$ cat config.mk
export PLATFORM = sky130hd
export DESIGN_NAME = sync_sequencer
export DESIGN_NICKNAME = d
export VERILOG_FILES = /design/src/rtl/sync_pkg.sv /design/src/rtl/det_pulse_channel.sv /design/src/rtl/sync_sequencer.sv
export SDC_FILE = /design/constraint.sdc
export NUM_CORES = 1
export LEC_CHECK = 0
export CORE_MARGIN = 1.5
export CORE_UTILIZATION = 55
export DETAILED_ROUTE_END_ITERATION = 16
export GPL_TIMING_DRIVEN = 1
export PLACE_DENSITY_LB_ADDON = 0.1
export SYNTH_ARGS = -nofsm -noshare
export SYNTH_HDL_FRONTEND = slang
export SYNTH_SLANG_ARGS = --single-unit
$ cat constraint.sdc
create_clock -name clock -period 8.55 [get_ports clock]
set_input_delay 1.71 -clock clock [delete_from_list [all_inputs] [get_ports clock]]
set_output_delay 1.71 -clock clock [all_outputs]
set_load 0.03 [all_outputs]
$ cat src/rtl/sync_pkg.sv
// Shared state encoding for the synchronization sequencer.
// Width-independent items only; sizing parameters live on the modules.
package sync_pkg;

  localparam int STATE_W = 4;

  typedef enum logic [STATE_W-1:0] {
    IDLE          = 4'd0,
    FG_WAIT       = 4'd1,
    FG            = 4'd2,
    DETONATE      = 4'd3,
    WIRE_WAIT     = 4'd4,
    DETECTOR_BUSY = 4'd5,
    DETECTOR_WAIT = 4'd6,
    FINISHED      = 4'd7,
    ERROR         = 4'd8
  } state_e;

endpackage

$ cat src/rtl/det_pulse_channel.sv
// One detonation channel: a PULSE_W-cycle pulse starting `delay`
// cycles after the start edge.
module det_pulse_channel #(
  parameter int CNT_W   = 32,
  parameter int PULSE_W = 50
) (
  input  logic             clock,
  input  logic             reset,
  input  logic             start,
  input  logic             enable,
  input  logic [CNT_W-1:0] delay,
  input  logic             abort,
  output logic             pulse,
  output logic             busy
);

  localparam logic [CNT_W:0] ONE  = (CNT_W+1)'(1);
  localparam logic [CNT_W:0] TAIL = (CNT_W+1)'(PULSE_W - 1);

  logic           active;
  logic [CNT_W:0] cnt;
  logic [CNT_W:0] nxt;
  logic [CNT_W:0] last;

  // cnt is the index of the current DETONATE cycle
  assign nxt  = cnt + ONE;
  assign last = {1'b0, delay} + TAIL;
  assign busy = active && (cnt != last);

  always_ff @(posedge clock) begin
    if (reset || abort) begin
      active <= 1'b0;
      cnt    <= '0;
      pulse  <= 1'b0;
    end else if (start) begin
      active <= enable;
      cnt    <= '0;
      pulse  <= enable && (delay == '0);
    end else if (active) begin
      active <= busy;
      cnt    <= nxt;
      pulse  <= busy && (nxt >= {1'b0, delay});
    end
  end

endmodule

$ cat src/rtl/sync_sequencer.sv
// Experiment sequencer: FG sync, delayed multi-channel detonation,
// wire-break detector trigger with timeouts, abort and status.
module sync_sequencer
  import sync_pkg::*;
#(
  parameter int N_CH             = 4,
  parameter int CNT_W            = 32,
  parameter int FG_DELAY         = 400_000,
  parameter int PULSE_W          = 50,
  parameter int WIRE_TIMEOUT     = 350_000,
  parameter int DETECTOR_TIMEOUT = 500
) (
  input  logic                  clock,
  input  logic                  reset,
  input  logic                  start_signal,
  input  logic                  fg_signal,
  input  logic                  wire_signal,
  input  logic                  detector_ready,
  input  logic                  abort,
  input  logic [CNT_W-1:0]      phase_shift,
  input  logic [N_CH*CNT_W-1:0] ch_delay,
  input  logic [N_CH-1:0]       ch_enable,
  output logic [N_CH-1:0]       detonation_signal,
  output logic                  output_trigger,
  output logic [STATE_W-1:0]    scenario_state,
  output logic [CNT_W-1:0]      counter_,
  output logic                  wire_timeout,
  output logic                  detector_timeout,
  output logic                  done
);

  localparam logic [CNT_W:0] ONE      = (CNT_W+1)'(1);
  localparam logic [CNT_W:0] FG_BASE  = (CNT_W+1)'(FG_DELAY);
  localparam logic [CNT_W:0] WIRE_END = (CNT_W+1)'(WIRE_TIMEOUT - 1);
  localparam logic [CNT_W:0] DET_END  = (CNT_W+1)'(DETECTOR_TIMEOUT - 1);

  state_e                state;
  logic [CNT_W:0]        cnt;
  logic [CNT_W:0]        target;
  logic [N_CH-1:0]       en_q;
  logic [N_CH*CNT_W-1:0] dly_q;
  logic [N_CH-1:0]       busy;
  logic                  fg_done;
  logic                  kill;

  // extra counter bit keeps FG_DELAY + phase_shift from wrapping
  assign fg_done = (state == FG) && (cnt == target);
  assign kill    = abort && (state != IDLE);

  assign scenario_state = state;
  assign counter_       = cnt[CNT_W-1:0];

  for (genvar i = 0; i < N_CH; i++) begin : g_ch
    det_pulse_channel #(
      .CNT_W  (CNT_W),
      .PULSE_W(PULSE_W)
    ) u_ch (
      .clock (clock),
      .reset (reset),
      .start (fg_done),
      .enable(en_q[i]),
      .delay (dly_q[i*CNT_W +: CNT_W]),
      .abort (kill),
      .pulse (detonation_signal[i]),
      .busy  (busy[i])
    );
  end

  always_ff @(posedge clock) begin
    if (reset) begin
      state            <= IDLE;
      cnt              <= '0;
      target           <= '0;
      en_q             <= '0;
      dly_q            <= '0;
      output_trigger   <= 1'b0;
      wire_timeout     <= 1'b0;
      detector_timeout <= 1'b0;
      done             <= 1'b0;
    end else if (kill) begin
      state          <= IDLE;
      cnt            <= '0;
      output_trigger <= 1'b0;
      done           <= 1'b0;
    end else begin
      unique case (state)
        IDLE: begin
          if (start_signal) begin
            state            <= FG_WAIT;
            wire_timeout     <= 1'b0;
            detector_timeout <= 1'b0;
          end
        end
        FG_WAIT: begin
          if (fg_signal) begin
            state  <= FG;
            cnt    <= '0;
            en_q   <= ch_enable;
            dly_q  <= ch_delay;
            target <= FG_BASE + {1'b0, phase_shift};
          end
        end
        FG: begin
          if (fg_done) begin
            state <= DETONATE;
            cnt   <= '0;
          end else begin
            cnt <= cnt + ONE;
          end
        end
        DETONATE: begin
          if (!(|busy)) begin
            state <= WIRE_WAIT;
            cnt   <= '0;
          end else begin
            cnt <= cnt + ONE;
          end
        end
        WIRE_WAIT: begin
          if (wire_signal) begin
            state          <= DETECTOR_BUSY;
            output_trigger <= 1'b1;
            cnt            <= '0;
          end else if (cnt == WIRE_END) begin
            state        <= ERROR;
            wire_timeout <= 1'b1;
            cnt          <= '0;
          end else begin
            cnt <= cnt + ONE;
          end
        end
        DETECTOR_BUSY: begin
          if (!detector_ready) begin
            state <= DETECTOR_WAIT;
            cnt   <= '0;
          end
        end
        DETECTOR_WAIT: begin
          if (detector_ready || cnt == DET_END) begin
            state          <= FINISHED;
            output_trigger <= 1'b0;
            cnt            <= '0;
            done           <= 1'b1;
            if (!detector_ready) detector_timeout <= 1'b1;
          end else begin
            cnt <= cnt + ONE;
          end
        end
        FINISHED, ERROR: begin
          if (!start_signal) begin
            state <= IDLE;
            done  <= 1'b0;
          end
        end
        default: begin
          state          <= IDLE;
          cnt            <= '0;
          output_trigger <= 1'b0;
          done           <= 1'b0;
        end
      endcase
    end
  end

endmodule

==> flow_summary.ini <==
[layout]
final_common_cell = nand2_1
final_core_util_pct = 62.4
drive_gt1_share_pct = 3.01
fillers = 4187
fin_nets = 3702
area_growth_pct = 12.0
finalInstanceArea_um2 = 28300
fin_cells = 4019
mostFrequentLayoutCells = nand2_1, dfxtp_1, nor2_1, a21oi_1, xnor2_1

[yosys]
synth_ff_type = dfxtp_1
postSynthCellCount = 3421
yosys-top-cells-area = dfxtp_1, xnor2_1, xor2_1, nand2_1, ha_1
synth_edf_count = 0
ys_seq_area_share_pct = 27.4
syn_area_um2 = 25300
ys_ff_latch = 346
syn-mean-instance-area_um2 = 7.38
syn_nets = 3734
ys_warn_count = 0
synth_area_leader_cell = dfxtp_1
yosysUniqueCellTypes = 85
synth_top_cell_area_share_pct = 27.4
async_flop_share_pct = 0

[worst_setup_path]
path_cells = xnor2_1 > nand4_1 > nor4_1 > nand4_1 > nor4_1 > nand4_1 > nand2_4 > buf_4 > nor2_1
critPathLaunch = cnt[28]
r2r-start = cnt[28]
crit_fanout = 82
start_kind = flip-flop
ff2ff_setup_slack_ns = 3.57
cp_num_cells = 9
cp-end-kind = flip-flop
cp_common_cell = nand4_1
slowest_stage = nand2_4
crit_buf_inv = 1
rr_worst_depth = 9
r2r_end = g_ch[2].u_ch.cnt[16]
critPathTopFamily = simple AND/OR/NAND/NOR gates
max_stage_delay_ns = 1.18
worstSetupEndpoint = g_ch[2].u_ch.cnt[16]
critPathRequiredTime_ns = 8.97
worstPathArrival_ns = 5.40
criticalPathCategory = flip-flop to flip-flop

[pwr]
power_density_nw_per_um2 = 159
power_frac_seq_pct = 40.3
leakage_nw = 10.5
comb_power_share_pct = 20.9
internal_power_mw = 3.09
netSwitchingPower_mw = 1.40
clkPwrFrac_pct = 38.8
total_power_mw = 4.49
switching_share_pct = 31.2
vdd_drop_max_v = 0.000175

[clock_tree]
tritoncts.num_buffers = 40
cts_setup_buffers = 0
clockBufferDepth = 3
path_clk_slew_ns = 0.06
htreeDepth = 2
root_buffer = clkbuf_16
insertion_delay_ns = 0.57
cts_resized = 0
clock-sinks = 346
cts_tree = built
hold_buffers = 0

[die]
die_area_um2 = 47200
rows = 78
io-pin-count = 215
initial_utilization_pct = 55.7
fp.coreArea_um2 = 45400
die_w_um = 217
die_h_um = 217

[min_path]
holdCritStartpoint = en_q[2]
holdCritPathClass = flip-flop to flip-flop

[place]
dpl.hpwl_um = 55800
portBuffers = 214
place.gp.congestion = 0.982
post_dp_cell_area_um2 = 27000
placedCellCount = 3947
place_ws_ns = 3.71

[global_routing]
grt-ovfl-total = 0
grt_util_met1_pct = 40.5
grt_pass1_wl_um = 118000
top_usage_layer = met2
antenna_found_initial = 2
grtUsageTotal_pct = 30.7
use_met3_pct = 5.91
grt_use_met2_pct = 50.2
grt_pass1_vias = 22716
grt_max_degree = 98

[sta]
max_freq_mhz = 201
setup_tns_ns = 0
finClkSkew_ns = 0.0155
hold_viol_final = 0
tightestPinTransition_ns = 1.34
period_needed_ns = 4.98
setup_violations = 0
holdWs_ns = 0.468
maxSlewViolCount = 0
worst_slack_ns = 3.57
rsz0062_at_grt = no
final.period_utilization_pct = 58.2
slew_headroom_pct = 9.27

[routing]
drc = 0
avgViaCountPerCell = 5.96
vias = 23963
first_pass_iters = 8
ant_nets = 0
drtIter0Drc = 1947
wirelength_um = 74100
wl_per_cell_um = 18.4

[outcome]
outcome = completed

[run]
cap_violations = 0
-- how the worst min path moves through the flow --
stage / cells after the start / slack, ns / end
3_5_place_dp: 2 / 0.46 / en_q[2]
3_3_place_gp: 2 / 0.45 / en_q[2]
6_report: 2 / 0.47 / en_q[2]
2_1_floorplan: 2 / 0.44 / en_q[0]
5_1_grt: 2 / 0.49 / en_q[2]
4_1_cts: 2 / 0.47 / en_q[2]
-- power by group through the flow --
stage | Clock (mW) | Combinational [mW] | Sequential (mW)
after floorplan | 0 | 0.669 | 1.77
after global placement | 0 | 0.911 | 1.84
after detailed placement | 0 | 0.923 | 1.84
after CTS | 1.77 | 0.929 | 1.81
after global routing | 1.84 | 1.03 | 1.82
final | 1.74 | 0.938 | 1.81
-- sequential cells by signal, summed over array words and instances (netlist names) --
signal	flops
scenario_state	4
g_ch.u_ch.cnt	132
target	33
detector_timeout	1
g_ch.u_ch.pulse	4
g_ch.u_ch.active	4
done	1
wire_timeout	1
en_q	4
dly_q	128
cnt	33
output_trigger	1
-- cell usage after synthesis, types with 23 or more instances --
library cell and n:
xnor2_1 234, xor2_1 229, o21ai_0 71, inv_1 158, a21o_1 46, nand3_1 173, and2_1 23, a31oi_1 31
nor4_1 63, ha_1 142, or3_1 25, dfxtp_1 346, a211oi_1 28, nor2_1 273, a21oi_1 236, and3_1 67
nor3_1 58, and4_1 32, clkbuf_1 229, nand2_1 500, nand4_1 137, buf_4 36
-- metal layers --
layer	wire, µm	part of all wire (%)
met1	32700	44
met2	33400	45
met3	5940	8.0
met4	2130	2.9
met5	10	0.013
-- worst register-to-register path: cells and delay by family (launching register included) --
family | cells | cell delay [ns]
xor gates and xnor gates | 1 | 0.18
buffers and inverters | 1 | 0.67
DFF | 1 | 0.53
and+or+nand+nor | 7 | 3.46
-- logic make-up (layout without fill, tap and decap cells) --
family	Yosys count	count (layout)	share of synthesized area, %
AOI/OAI and AO/OA	553	553	13.7
and+or+nand+nor	1441	1441	27.7
muxes	14	14	0.570
adders and majority gates	142	142	7.03
DFF	346	346	27.4
other	0	2	0
buffers and inverters	462	458	7.55
xor gates and xnor gates	463	463	16.1
-- layout make-up --
class,instances,area [µm²],share of cell area [%]
inverter,159,597,2.11
multi-input combinational,2613,16400,58.1
sequential,346,6930,24.5
antenna,2,5.00,0.0177
clock buffer,57,1170,4.12
tap,600,751,2.65
clock inverter,13,151,0.535
timing repair buffer,229,2260,7.97
(Power assumes the default switching activity.)
